$ cat src/rtl/instr_sequencer_if.sv
// Bus between the instruction sequencer, the board loader/switches and the processor.
// The master side is the sequencer; the slave side is the loader/processor environment.
interface instr_sequencer_if #(
  parameter int AW = 4
);
  logic          load_en;
  logic [AW-1:0] load_addr;
  logic [15:0]   load_data;
  logic [AW:0]   prog_len;
  logic          start;
  logic          done;
  logic [15:0]   INSTRin;
  logic          run;
  logic          busy;
  logic          finished;
  logic          error;
  logic [AW-1:0] pc;
  logic [AW:0]   count;

  modport master (
    input  load_en, load_addr, load_data, prog_len, start, done,
    output INSTRin, run, busy, finished, error, pc, count
  );

  modport slave (
    output load_en, load_addr, load_data, prog_len, start, done,
    input  INSTRin, run, busy, finished, error, pc, count
  );
endinterface

$ cat src/rtl/instr_sequencer.sv
// Issues a loaded program one instruction at a time to the mv/add/sub/mult processor,
// holding each word until done, with progress count and a per-instruction watchdog.
module instr_sequencer #(
  parameter int DEPTH   = 16,
  parameter int AW      = 4,
  parameter int TIMEOUT = 16
) (
  input  logic              clk,
  input  logic              reset_n,
  instr_sequencer_if.master bus
);
  localparam int WW = $clog2(TIMEOUT);

  typedef enum logic [1:0] {S_IDLE, S_ISSUE, S_WAIT, S_FINISH} state_t;

  state_t        state_q;
  logic [AW-1:0] pc_q;
  logic [AW:0]   count_q;
  logic [AW:0]   len_q;
  logic [WW-1:0] wdog_q;
  logic          error_q;
  logic          run_q;
  logic          busy_q;
  logic          finished_q;
  logic [15:0]   slot_word [DEPTH];
  logic [AW:0]   len_d;
  logic          last_d;

  // Each slot is its own register so the whole buffer clears on reset.
  generate
    for (genvar gi = 0; gi < DEPTH; gi++) begin : g_slot
      logic [15:0] word_q;
      always_ff @(posedge clk or negedge reset_n) begin
        if (!reset_n) begin
          word_q <= 16'h0000;
        end else if (bus.load_en && (state_q == S_IDLE) && (bus.load_addr == AW'(gi))) begin
          word_q <= bus.load_data;
        end
      end
      assign slot_word[gi] = word_q;
    end
  endgenerate

  assign len_d  = (bus.prog_len > (AW+1)'(DEPTH)) ? (AW+1)'(DEPTH) : bus.prog_len;
  assign last_d = ({1'b0, pc_q} == (len_q - 1'b1));

  always_ff @(posedge clk or negedge reset_n) begin
    if (!reset_n) begin
      state_q    <= S_IDLE;
      pc_q       <= '0;
      count_q    <= '0;
      len_q      <= '0;
      wdog_q     <= '0;
      error_q    <= 1'b0;
      run_q      <= 1'b0;
      busy_q     <= 1'b0;
      finished_q <= 1'b0;
    end else begin
      run_q      <= 1'b0;
      finished_q <= 1'b0;
      case (state_q)
        S_IDLE: begin
          if (bus.start) begin
            error_q <= 1'b0;
            pc_q    <= '0;
            count_q <= '0;
            busy_q  <= 1'b1;
            if (bus.prog_len != '0) begin
              len_q   <= len_d;
              run_q   <= 1'b1;
              state_q <= S_ISSUE;
            end else begin
              finished_q <= 1'b1;
              state_q    <= S_FINISH;
            end
          end
        end
        S_ISSUE: begin
          wdog_q  <= '0;
          state_q <= S_WAIT;
        end
        S_WAIT: begin
          wdog_q <= wdog_q + 1'b1;
          // done takes priority over an expiring watchdog
          if (bus.done) begin
            count_q <= count_q + 1'b1;
            if (last_d) begin
              finished_q <= 1'b1;
              state_q    <= S_FINISH;
            end else begin
              pc_q    <= pc_q + 1'b1;
              run_q   <= 1'b1;
              state_q <= S_ISSUE;
            end
          end else if (wdog_q == WW'(TIMEOUT - 1)) begin
            error_q <= 1'b1;
            busy_q  <= 1'b0;
            state_q <= S_IDLE;
          end
        end
        S_FINISH: begin
          busy_q  <= 1'b0;
          state_q <= S_IDLE;
        end
        default: state_q <= S_IDLE;
      endcase
    end
  end

  assign bus.INSTRin  = slot_word[pc_q];
  assign bus.run      = run_q;
  assign bus.busy     = busy_q;
  assign bus.finished = finished_q;
  assign bus.error    = error_q;
  assign bus.pc       = pc_q;
  assign bus.count    = count_q;
endmodule
$ cat src/flat_wrapper.sv
// flat-port wrapper written by rule: the top's interface ports become plain ports
module instr_sequencer_flat 
#(
  parameter int DEPTH   = 16,
  parameter int AW      = 4,
  parameter int TIMEOUT = 16
)
  (clk, reset_n, bus_load_en, bus_load_addr, bus_load_data, bus_prog_len, bus_start, bus_done, bus_INSTRin, bus_run, bus_busy, bus_finished, bus_error, bus_pc, bus_count);
  instr_sequencer_if #(.AW(AW)) bus_i ();
  input  logic clk;
  input  logic reset_n;
  input wire logic [$bits(bus_i.load_en)-1:0] bus_load_en;
  input wire logic [$bits(bus_i.load_addr)-1:0] bus_load_addr;
  input wire logic [$bits(bus_i.load_data)-1:0] bus_load_data;
  input wire logic [$bits(bus_i.prog_len)-1:0] bus_prog_len;
  input wire logic [$bits(bus_i.start)-1:0] bus_start;
  input wire logic [$bits(bus_i.done)-1:0] bus_done;
  output wire logic [$bits(bus_i.INSTRin)-1:0] bus_INSTRin;
  output wire logic [$bits(bus_i.run)-1:0] bus_run;
  output wire logic [$bits(bus_i.busy)-1:0] bus_busy;
  output wire logic [$bits(bus_i.finished)-1:0] bus_finished;
  output wire logic [$bits(bus_i.error)-1:0] bus_error;
  output wire logic [$bits(bus_i.pc)-1:0] bus_pc;
  output wire logic [$bits(bus_i.count)-1:0] bus_count;
  assign bus_i.load_en = bus_load_en;
  assign bus_i.load_addr = bus_load_addr;
  assign bus_i.load_data = bus_load_data;
  assign bus_i.prog_len = bus_prog_len;
  assign bus_i.start = bus_start;
  assign bus_i.done = bus_done;
  assign bus_INSTRin = bus_i.INSTRin;
  assign bus_run = bus_i.run;
  assign bus_busy = bus_i.busy;
  assign bus_finished = bus_i.finished;
  assign bus_error = bus_i.error;
  assign bus_pc = bus_i.pc;
  assign bus_count = bus_i.count;
  instr_sequencer #(.DEPTH(DEPTH), .AW(AW), .TIMEOUT(TIMEOUT)) u_core (.clk(clk), .reset_n(reset_n), .bus(bus_i));
endmodule
$ cat config.mk
export PLATFORM = sky130hd
export DESIGN_NAME = instr_sequencer_flat
export DESIGN_NICKNAME = d
export VERILOG_FILES = /design/src/rtl/instr_sequencer_if.sv /design/src/rtl/instr_sequencer.sv /design/src/flat_wrapper.sv
export SDC_FILE = /design/constraint.sdc
export NUM_CORES = 1
export LEC_CHECK = 0
export ABC_CLOCK_PERIOD_IN_PS = 2910
export BUFFER_PORTS_ARGS = -buffer_cell sky130_fd_sc_hd__buf_2
export CAP_MARGIN = 0
export CORE_MARGIN = 1.5
export CORE_UTILIZATION = 47
export DETAILED_ROUTE_END_ITERATION = 16
export HOLD_SLACK_MARGIN = 0.12
export PLACE_DENSITY_LB_ADDON = 0.3
export SETUP_SLACK_MARGIN = 0.1
export SYNTH_ARGS = -nofsm -noshare
export SYNTH_HDL_FRONTEND = slang
export SYNTH_SLANG_ARGS = --single-unit
$ cat constraint.sdc
create_clock -name clk -period 2.91 [get_ports clk]
set_input_delay 0 -clock clk [delete_from_list [all_inputs] [get_ports clk]]
set_output_delay 0 -clock clk [all_outputs]
set_load 0.02 [all_outputs]
== Word-level counts from Yosys, hierarchy flattened ==
Cells that the tools add are included.

* Add/subtract/negate cells: 4
* $lt $le $gt $ge: 2
* Eq/ne operators: 26
* Muxes and demuxes: 36
* Bitwise gates (word level): 1
* Reductions and logical operators: 29

{| class="wikitable"
|+ Operators by type and width
! operator !! count
|-
| $bmux 16 s4 || 1
|-
| $eq 4x4->1 const B || 9
|-
| $mux 16 || 2
|-
| $logic_and 1x1->1 || 17
|-
| $eq 4x3->1 const B || 4
|-
| $pmux 4 s2 || 2
|-
| $mux 5 || 3
|-
| $mux 1 || 14
|-
| $mux 4 || 3
|-
| $reduce_and 4->1 || 3
|-
| $mux 2 || 5
|-
| $pmux 5 s2 || 1
|-
| $add 4x1->4 const B || 2
|-
| $eq 4x2->1 const B || 2
|-
| $ne 2x2->1 const B || 4
|-
| $pmux 2 s4 || 1
|-
| $pmux 1 s2 || 3
|-
| $reduce_and 3->1 || 2
|-
| $add 5x1->5 const B || 1
|-
| $eq 4x5->1 || 1
|-
| $ge 5x5->1 const B || 1
|-
| $gt 5x5->1 const B || 1
|-
| $not 4->5 || 1
|-
| $reduce_bool 5->1 || 1
|-
| 12 further kinds || 14
|}

* Bits in registers: 280
* Input port bits: 30
* Output and inout port bits: 29
* Word-level logic and storage cells: 123

== Longest topological paths before layout ==
Gate-level depths: netlist (run 1).

* Depth after elaboration: 5
* Mapped depth: 10

== Worst setup path after synthesis (run 1) ==
No wires, ideal clock.

* Path type: reg2reg
* Start: register u_core.state_q[0]
* End: register u_core.g_slot[12].word_q[10]
* Arrival time: 1.971 ns
* Data required time: 2.785 ns
* Setup slack: 0.814 ns
* Stages on the path, launching flop included: 8
* Clock period less this slack: 2.096 ns
* Path through: dfrtp_1 > inv_1 > ha_1 > buf_4 > nand2_2 > nor4_2 > buf_4 > mux2_2

* Word-level cells in the longest chain between the ends: 3

{| class="wikitable"
|+ Ends and longest elaborated chain
! what !! RTL line !! text
|-
| start, declared || instr_sequencer.sv:16 || <nowiki>state_t state_q;</nowiki>
|-
| start signal, assigned || instr_sequencer.sv:49 || <nowiki>state_q <= S_IDLE;</nowiki>
|-
| start signal, assigned || instr_sequencer.sv:71 || <nowiki>state_q <= S_ISSUE;</nowiki>
|-
| start signal, assigned || instr_sequencer.sv:74 || <nowiki>state_q <= S_FINISH;</nowiki>
|-
| $logic_not 2->1 || instr_sequencer.sv:36 || <nowiki>end else if (bus.load_en && (state_q == S_IDLE) && (bus.load_addr == AW'(gi))) begin</nowiki>
|-
| $logic_and 1x1->1 (2 in a row) || instr_sequencer.sv:36 ||
|-
| end signal, assigned || instr_sequencer.sv:37 || <nowiki>word_q <= bus.load_data;</nowiki>
|-
| end, declared || instr_sequencer.sv:32 || <nowiki>logic [15:0] word_q;</nowiki>
|}

No other way between the ends.
A chain may end at the register's enable or synchronous reset.

== Worst setup path in the final report (run 1) ==
* Start: register u_core.pc_q[0] (netlist: u_core.bus.pc[0])
* End: output bus_INSTRin[4]

* Word-level cells in the longest chain between the ends: 4

{| class="wikitable"
|+ Ends and longest elaborated chain
! what !! RTL line !! text
|-
| start, declared || instr_sequencer.sv:17 || <nowiki>logic [AW-1:0] pc_q;</nowiki>
|-
| start signal, assigned || instr_sequencer.sv:91 || <nowiki>pc_q <= pc_q + 1'b1;</nowiki>
|-
| $not 4->5 (not written as such) || instr_sequencer.sv:110 || <nowiki>assign bus.INSTRin = slot_word[pc_q];</nowiki>
|-
| $bmux 16 s4 || instr_sequencer.sv:110 ||
|-
| $mux 16 (not written as such) (2 in a row) || instr_sequencer.sv:110 ||
|-
| end, declared || flat_wrapper.sv:18 || <nowiki>output wire logic [$bits(bus_i.INSTRin)-1:0] bus_INSTRin;</nowiki>
|}

No other way between the ends. The select of a mux whose other input is x is not followed.

==> impl_results.md, run 1 <==
- Fin cells: 1295
- Area Overhead vs Synth: 17.1%
- Crit path max fanout: 18
- CP Capture Type: primary output
- DP Cell Count: 1205
- Seq/Total Area, Yosys: 54.4%
- Clk root buf: clkbuf_16
- Max-cap violations: 0
- Routed vias/inst: 5.79
- CP dominant cell by count: mux4_2
- Largest net degree at the start of global routing: 105
- Vias in the first global route: 8014
- Pre-Repair DR Iteration Count: 5
- Synth top cells by count: dfrtp_1 (280), mux2_2 (257), mux4_2 (80)
- Sequential share of power: 42.6%
- Highest metal layer with signal wires: met4
- Fin crit share: 92.3%
- Final GP Congestion: 0.791
- Port buffer count: 58
- CTS buffer count: 29
- Dominant cells by area after synthesis: dfrtp_1 (54%), mux2_2 (22%), mux4_2 (14%)
- Num rows: 60
- CP max stage cell: dfrtp_4
- DRC marker count from the first detailed-route iteration: 416
- Max VDD drop: 0.541 mV
- Drt wl/cell: 22.5 µm
- Async SR Flop Fraction: 100%
- HP Class: input port to asynchronous set/reset pin
- Logic pwr share: 33.9%
- Clk slew on worst S/H paths: 0.06 ns
- Metal3 WL: 1.41 mm
- Die area: 28400 µm²
- Synth Cell Area: 12900 µm²
- Clock power frac: 23.5%
- WL final: 29.1 mm
- First-pass GRT wire length: 47.0 mm
- Synth area leader: dfrtp_1
- R2R Path Start: u_core.bus.pc[0]
- # IOs: 59
- DP Wirelength: 19.0 mm
- Routed via count: 7497
- Syn nets: 857
- Final min period: 2.69 ns
- Clk buf depth: 3
- Sink Count: 280
- Slew Limit Fails: 0
- Psw: 4610 µW
- Worst Clk Skew: 0.00328 ns
- CP startpoint: u_core.bus.pc[0]
- Kind of critical path: register to primary output
- DR DRC count: 0
- Fillers: 2091
- Crit-path cells: buf_12 -> mux4_2 -> mux4_2 -> buf_2
- Mapped Cells: 817
- Met1 Wirelength: 13.3 mm
- H-tree levels: 1
- YS warnings: 0
- Share of cells above drive strength 1: 52.6%
- Initial antenna violation count: 0
- Metal2 WL: 13.7 mm
- GRT overflow: 0
- Required time worst endpoint: 2.91 ns
- Slew headroom: 46.4%
- Status: finished, final reports clean
- Minimum hold slack: 0.115 ns
- Top cell type's share of synthesized area: 54.4%
- Pwr dens: 1020 nW/µm²
- Fmax: 372 MHz
- Clk Latency, worst-skew pair: 0.53 ns
- Final setup viols: 0
- N_diodes: 0
- RSZ-0062 raised after global routing: false
- Crit-path max cell delay: 0.63 ns
- Final setup TNS: 0 ns
- Internal power: 10800 µW
- Syn Area/Cell: 15.8 µm²
- Post-synth EDFFs: 0
- Crit path DAT: 2.69 ns
- Worst-Margin Slew: 0.804 ns
- Die width: 169 µm
- Primary FF master, synth: dfrtp_1
- CP Launch Type: register
- Layout Nets: 974
- Switching share of power: 29.8%
- CTS tree: built
- Die height: 169 µm
- Number of routed nets with antenna violations: 0
- Endpoints failing hold: 0
- Initial Util: 47.8%
- Leakage: 0.00686 µW
- Post-synth cell types: 39
- All-layer global routing usage: 21.5%
- Most frequent cell after synthesis: dfrtp_1
- Core Area: 27000 µm²
- Synth Register Bits: 280
critical path: cells and delay by family, from the launching register on:
kind	cells	cell delay (ns)
buffers and inverters	2	0.43
DFF	1	0.63
muxes	2	1.08
registers in the layout (all words and copies together) (netlist names):
| name | flops |
|---|---|
| u_core.bus.finished | 1 |
| u_core.wdog_q | 4 |
| u_core.bus.error | 1 |
| u_core.bus.busy | 1 |
| u_core.g_slot.word_q | 256 |
| u_core.bus.run | 1 |
| u_core.bus.pc | 4 |
| u_core.bus.count | 5 |
| u_core.state_q | 2 |
| u_core.len_q | 5 |
logic make-up after synthesis:
family                   count (synthesis)  synth area share [%]
multiplexers                           338                  36.5
XOR/XNOR                                 8                 0.650
adder cells (fa/ha/maj)                 10                 0.971
flip-flops                             280                  54.4
buffers and inverters                   69                  2.70
AND/OR/NAND/NOR                         79                  3.05
AO/OA/AOI/OAI                           33                  1.76
metrics by stage:
stage / utilization (%) / instance area (µm²) / setup WS [ns] / total power [µW]
2_1_floorplan: - / 12900 / 0.814 / 10400
3_3_place_gp: 51.0 / 13800 / 0.553 / 11600
3_5_place_dp: 51.0 / 13800 / 0.552 / 11800
4_1_cts: 56.0 / 15100 / 0.177 / 15600
5_1_grt: 56.0 / 15100 / 0.104 / 16300
6_report: 56.0 / 15100 / 0.223 / 15400
placed cells by master, fill, tap and decap left out, types with 4 or more instances in the layout:
cell	count
clkbuf_8	10
mux4_2	80
buf_2	57
dfrtp_1	278
nor2_2	9
nand3_1	9
nand2b_1	8
nand2_1	20
nor2_1	13
buf_4	41
dlygate4sd3_1	38
a21oi_1	6
inv_1	12
clkbuf_16	29
ha_1	10
buf_12	5
nor3_1	6
o21ai_0	17
xnor2_1	4
mux2_2	257
clkbuf_1	7
power groups by stage:
stage | clock [µW] | combinational, µW | sequential, µW
floorplan | 0 | 4110 | 6250
global placement | 0 | 5000 | 6640
detailed placement | 0 | 5140 | 6670
CTS | 3720 | 5310 | 6580
global route | 3890 | 5680 | 6780
finish | 3630 | 5230 | 6580
layout make-up:
| class | count | area [µm²] | share of cell area [%] |
|---|---|---|---|
| flip-flops and latches | 280 | 7010 | 46.5 |
| multi-input cells | 468 | 5560 | 36.9 |
| repair buffers | 143 | 1100 | 7.31 |
| clock buffers | 46 | 890 | 5.89 |
| well taps | 341 | 427 | 2.83 |
| clock inverters | 5 | 52.6 | 0.348 |
| inverters | 12 | 45.0 | 0.298 |
per-layer routing:
layer	global-route usage, %	up-vias
met1	31.4	4026
met3	3.13	50
met2	34.3	149
li1	-	3272
met4	5.09	0
met5	0	-
what timing repair did:
item,CTS,global route
buffers inserted,1,0
resized for setup,0,0
setup endpoints to repair,12,0
hold endpoints to repair,444,0
hold buffers,38,0
final timing paths:
path	endpoint	slack (ns)	cells past startpoint
setup / recovery	bus_INSTRin[4]	0.22	4
hold / removal	u_core.g_slot[7].word_q[11]	0.12	2
setup reg to reg	u_core.bus.finished	0.40	7
hold reg to reg	u_core.g_slot[2].word_q[10]	0.50	1
max in group asynchronous	u_core.g_slot[8].word_q[10]	1.95	3
min in group clk	u_core.g_slot[12].word_q[6]	0.24	5
(Power assumes the default switching activity.)
==> run 2: changes to the inputs <==
- ABC_CLOCK_PERIOD_IN_PS: 2910 -> 2770
- clock period: 2.91 -> 2.77 ns (I/O delays scaled with it)
==> impl_results.md, run 2 (synthesis results as in run 1) <==
- Status: finished, final reports clean
- Clk Latency, worst-skew pair: 0.54 ns (about the same)
- Fmax: 393 MHz
- Max-cap violations: 0 (unchanged)
- Max VDD drop: 0.747 mV (+38%)
- RSZ-0062 raised after global routing: false
- DP Wirelength: 18.8 mm (-1.1%)
- CP dominant cell by count: mux4_2
- Num rows: 60 (unchanged)
- Largest net degree at the start of global routing: 86 (-18%)
- Final GP Congestion: 0.782 (-1.2%)
- CTS resizes: 0 (unchanged)
- Routed via count: 7523 (+0.35%)
- CTS buffer count: 29 (unchanged)
- Area Overhead vs Synth: 18.3%
- Pwr dens: 1080 nW/µm² (+6.0%)
- Slew headroom: 66.6% (+20 points)
- Die area: 28400 µm² (unchanged)
- Sink Count: 280 (unchanged)
- N_diodes: 0 (unchanged)
- Clk root buf: clkbuf_16
- DR DRC count: 0 (unchanged)
- Initial Util: 47.8% (unchanged)
- Worst Clk Skew: 0.00438 ns (+0.00110 ns)
- Die height: 169 µm (unchanged)
- All-layer global routing usage: 22.2% (+0.71 points)
- Crit-path cells: buf_4 -> mux4_2 -> mux4_2 -> buf_2
- Crit path max fanout: 15 (-3)
- Final setup TNS: 0 ns (unchanged)
- Worst-Margin Slew: 0.501 ns (-0.303 ns)
- WL final: 30.0 mm (+2.9%)
- CP max stage cell: dfrtp_4
- Multi-input gate area: 5560 µm² (unchanged)
- Slew Limit Fails: 0 (unchanged)
- CTS tree: built
- Pre-Repair DR Iteration Count: 4 (-1)
- Port buffer count: 58 (unchanged)
- Final min period: 2.54 ns
- Minimum hold slack: 0.188 ns (+0.0733 ns)
- Share of cells above drive strength 1: 52.8% (+0.21 points)
- Final Util: 56.6% (+0.57 points)
- Crit path DAT: 2.54 ns (-0.15 ns)
- HP Class: input port to register
- Initial antenna violation count: 0 (unchanged)
- Routed vias/inst: 5.81 (+0.35%)
- Number of routed nets with antenna violations: 0 (unchanged)
- GRT overflow: 0 (unchanged)
- Die width: 169 µm (unchanged)
- Largest Register: u_core.g_slot.word_q
- Max reg flops: 256 (unchanged)
- Clk slew on worst S/H paths: 0.06 ns (about the same)
- Fillers: 2102 (+0.53%)
- Leakage: 0.00692 µW (+0.87%)
- CP Capture Type: primary output
- CP Launch Type: register
- CP Buf/Inv Count: 2 (unchanged)
- Worst path top cell family by delay: multiplexers
- Vias in the first global route: 8094 (+1.0%)
- First-pass GRT wire length: 47.8 mm (+1.6%)
- DRC marker count from the first detailed-route iteration: 484 (+16%)
- Commonest non-fill, non-tap cells in the layout: dfrtp_1 (278), mux2_2 (257), mux4_2 (80)
- Sequential Area: 7010 µm² (unchanged)
- Crit-path max cell delay: 0.64 ns (about the same)
- Fin crit share: 91.9%
- Commonest non-fill, non-tap cell in the layout: dfrtp_1
- Clk buf depth: 3 (unchanged)
- Layout Nets: 976 (+0.21%)
- Core Area: 27000 µm² (unchanged)
- Drt wl/cell: 23.1 µm (+2.9%)
- # IOs: 59 (unchanged)
- Final setup viols: 0 (unchanged)
- Kind of critical path: register to primary output
- Required time worst endpoint: 2.77 ns (-0.14 ns)
- Endpoints failing hold: 0 (unchanged)
- H-tree levels: 1 (unchanged)
-- run 2: final cells by class --
class | instances | area share (%)
Clock buffer | 42 | 5.60
Sequential cell | 280 | 46.0
Inverter | 12 | 0.295
Clock inverter | 7 | 0.722
Multi-Input combinational cell | 468 | 36.5
Timing Repair Buffer | 145 | 8.09
Tap cell | 341 | 2.80
-- run 2: timing repair --
| action | 4_1_cts | 5_1_grt |
|---|---|---|
| setup endpoints to repair | 15 | 0 |
| buffers inserted | 6 | 0 |
| hold buffers | 39 | 0 |
| endpoints found under the hold margin | 554 | 0 |
-- run 2: power by group --
part	switching, µW	internal (µW)	total (µW)
combinational	2380	3370	5750
sequential	967	5860	6830
clock	1560	2390	3950
total	4910	11600	16500
-- run 2: worst paths after layout --
path	start	endpoint	depth (start not counted)	slack, ns
max	u_core.bus.pc[1]	bus_INSTRin[0]	4	0.23
min	bus_load_en	u_core.g_slot[8].word_q[3]	4	0.19
max reg2reg	u_core.bus.pc[1]	u_core.bus.finished	7	0.29
min reg2reg	u_core.g_slot[3].word_q[13]	u_core.g_slot[3].word_q[13]	1	0.50
max in group asynchronous	reset_n	u_core.g_slot[3].word_q[5]	4	1.65
min in group asynchronous	reset_n	u_core.g_slot[2].word_q[12]	4	0.63
-- run 2: worst reg2reg max path, stage by stage (launching register included) --
cell and delay, ns:
dfrtp_4 0.62, buf_8 0.24, xnor2_1 0.14, a311o_1 0.32, nor3_1 0.25, nand3_1 0.18
o21ai_0 0.11, dlygate4sd3_1 0.56
-- run 2: per-stage QoR --
stage               power (µW)  instances  setup slack [ns]  cell area (µm²)
finish                   16500       1295             0.226            15200
global route             17500       1295             0.173            15200
CTS                      16700       1295             0.206            15200
detailed placement       12500       1201             0.459            13800
global placement         12300       1201             0.492            13800
floorplan                10900        817             0.674            12900
-- run 2: layer usage --
metal	up-vias	GRT usage, %	wire length, µm
met5	-	0	0
met2	141	35.1	14100
met3	39	3.34	1340
li1	3275	-	-
met4	0	5.01	621
met1	4068	32.8	13900
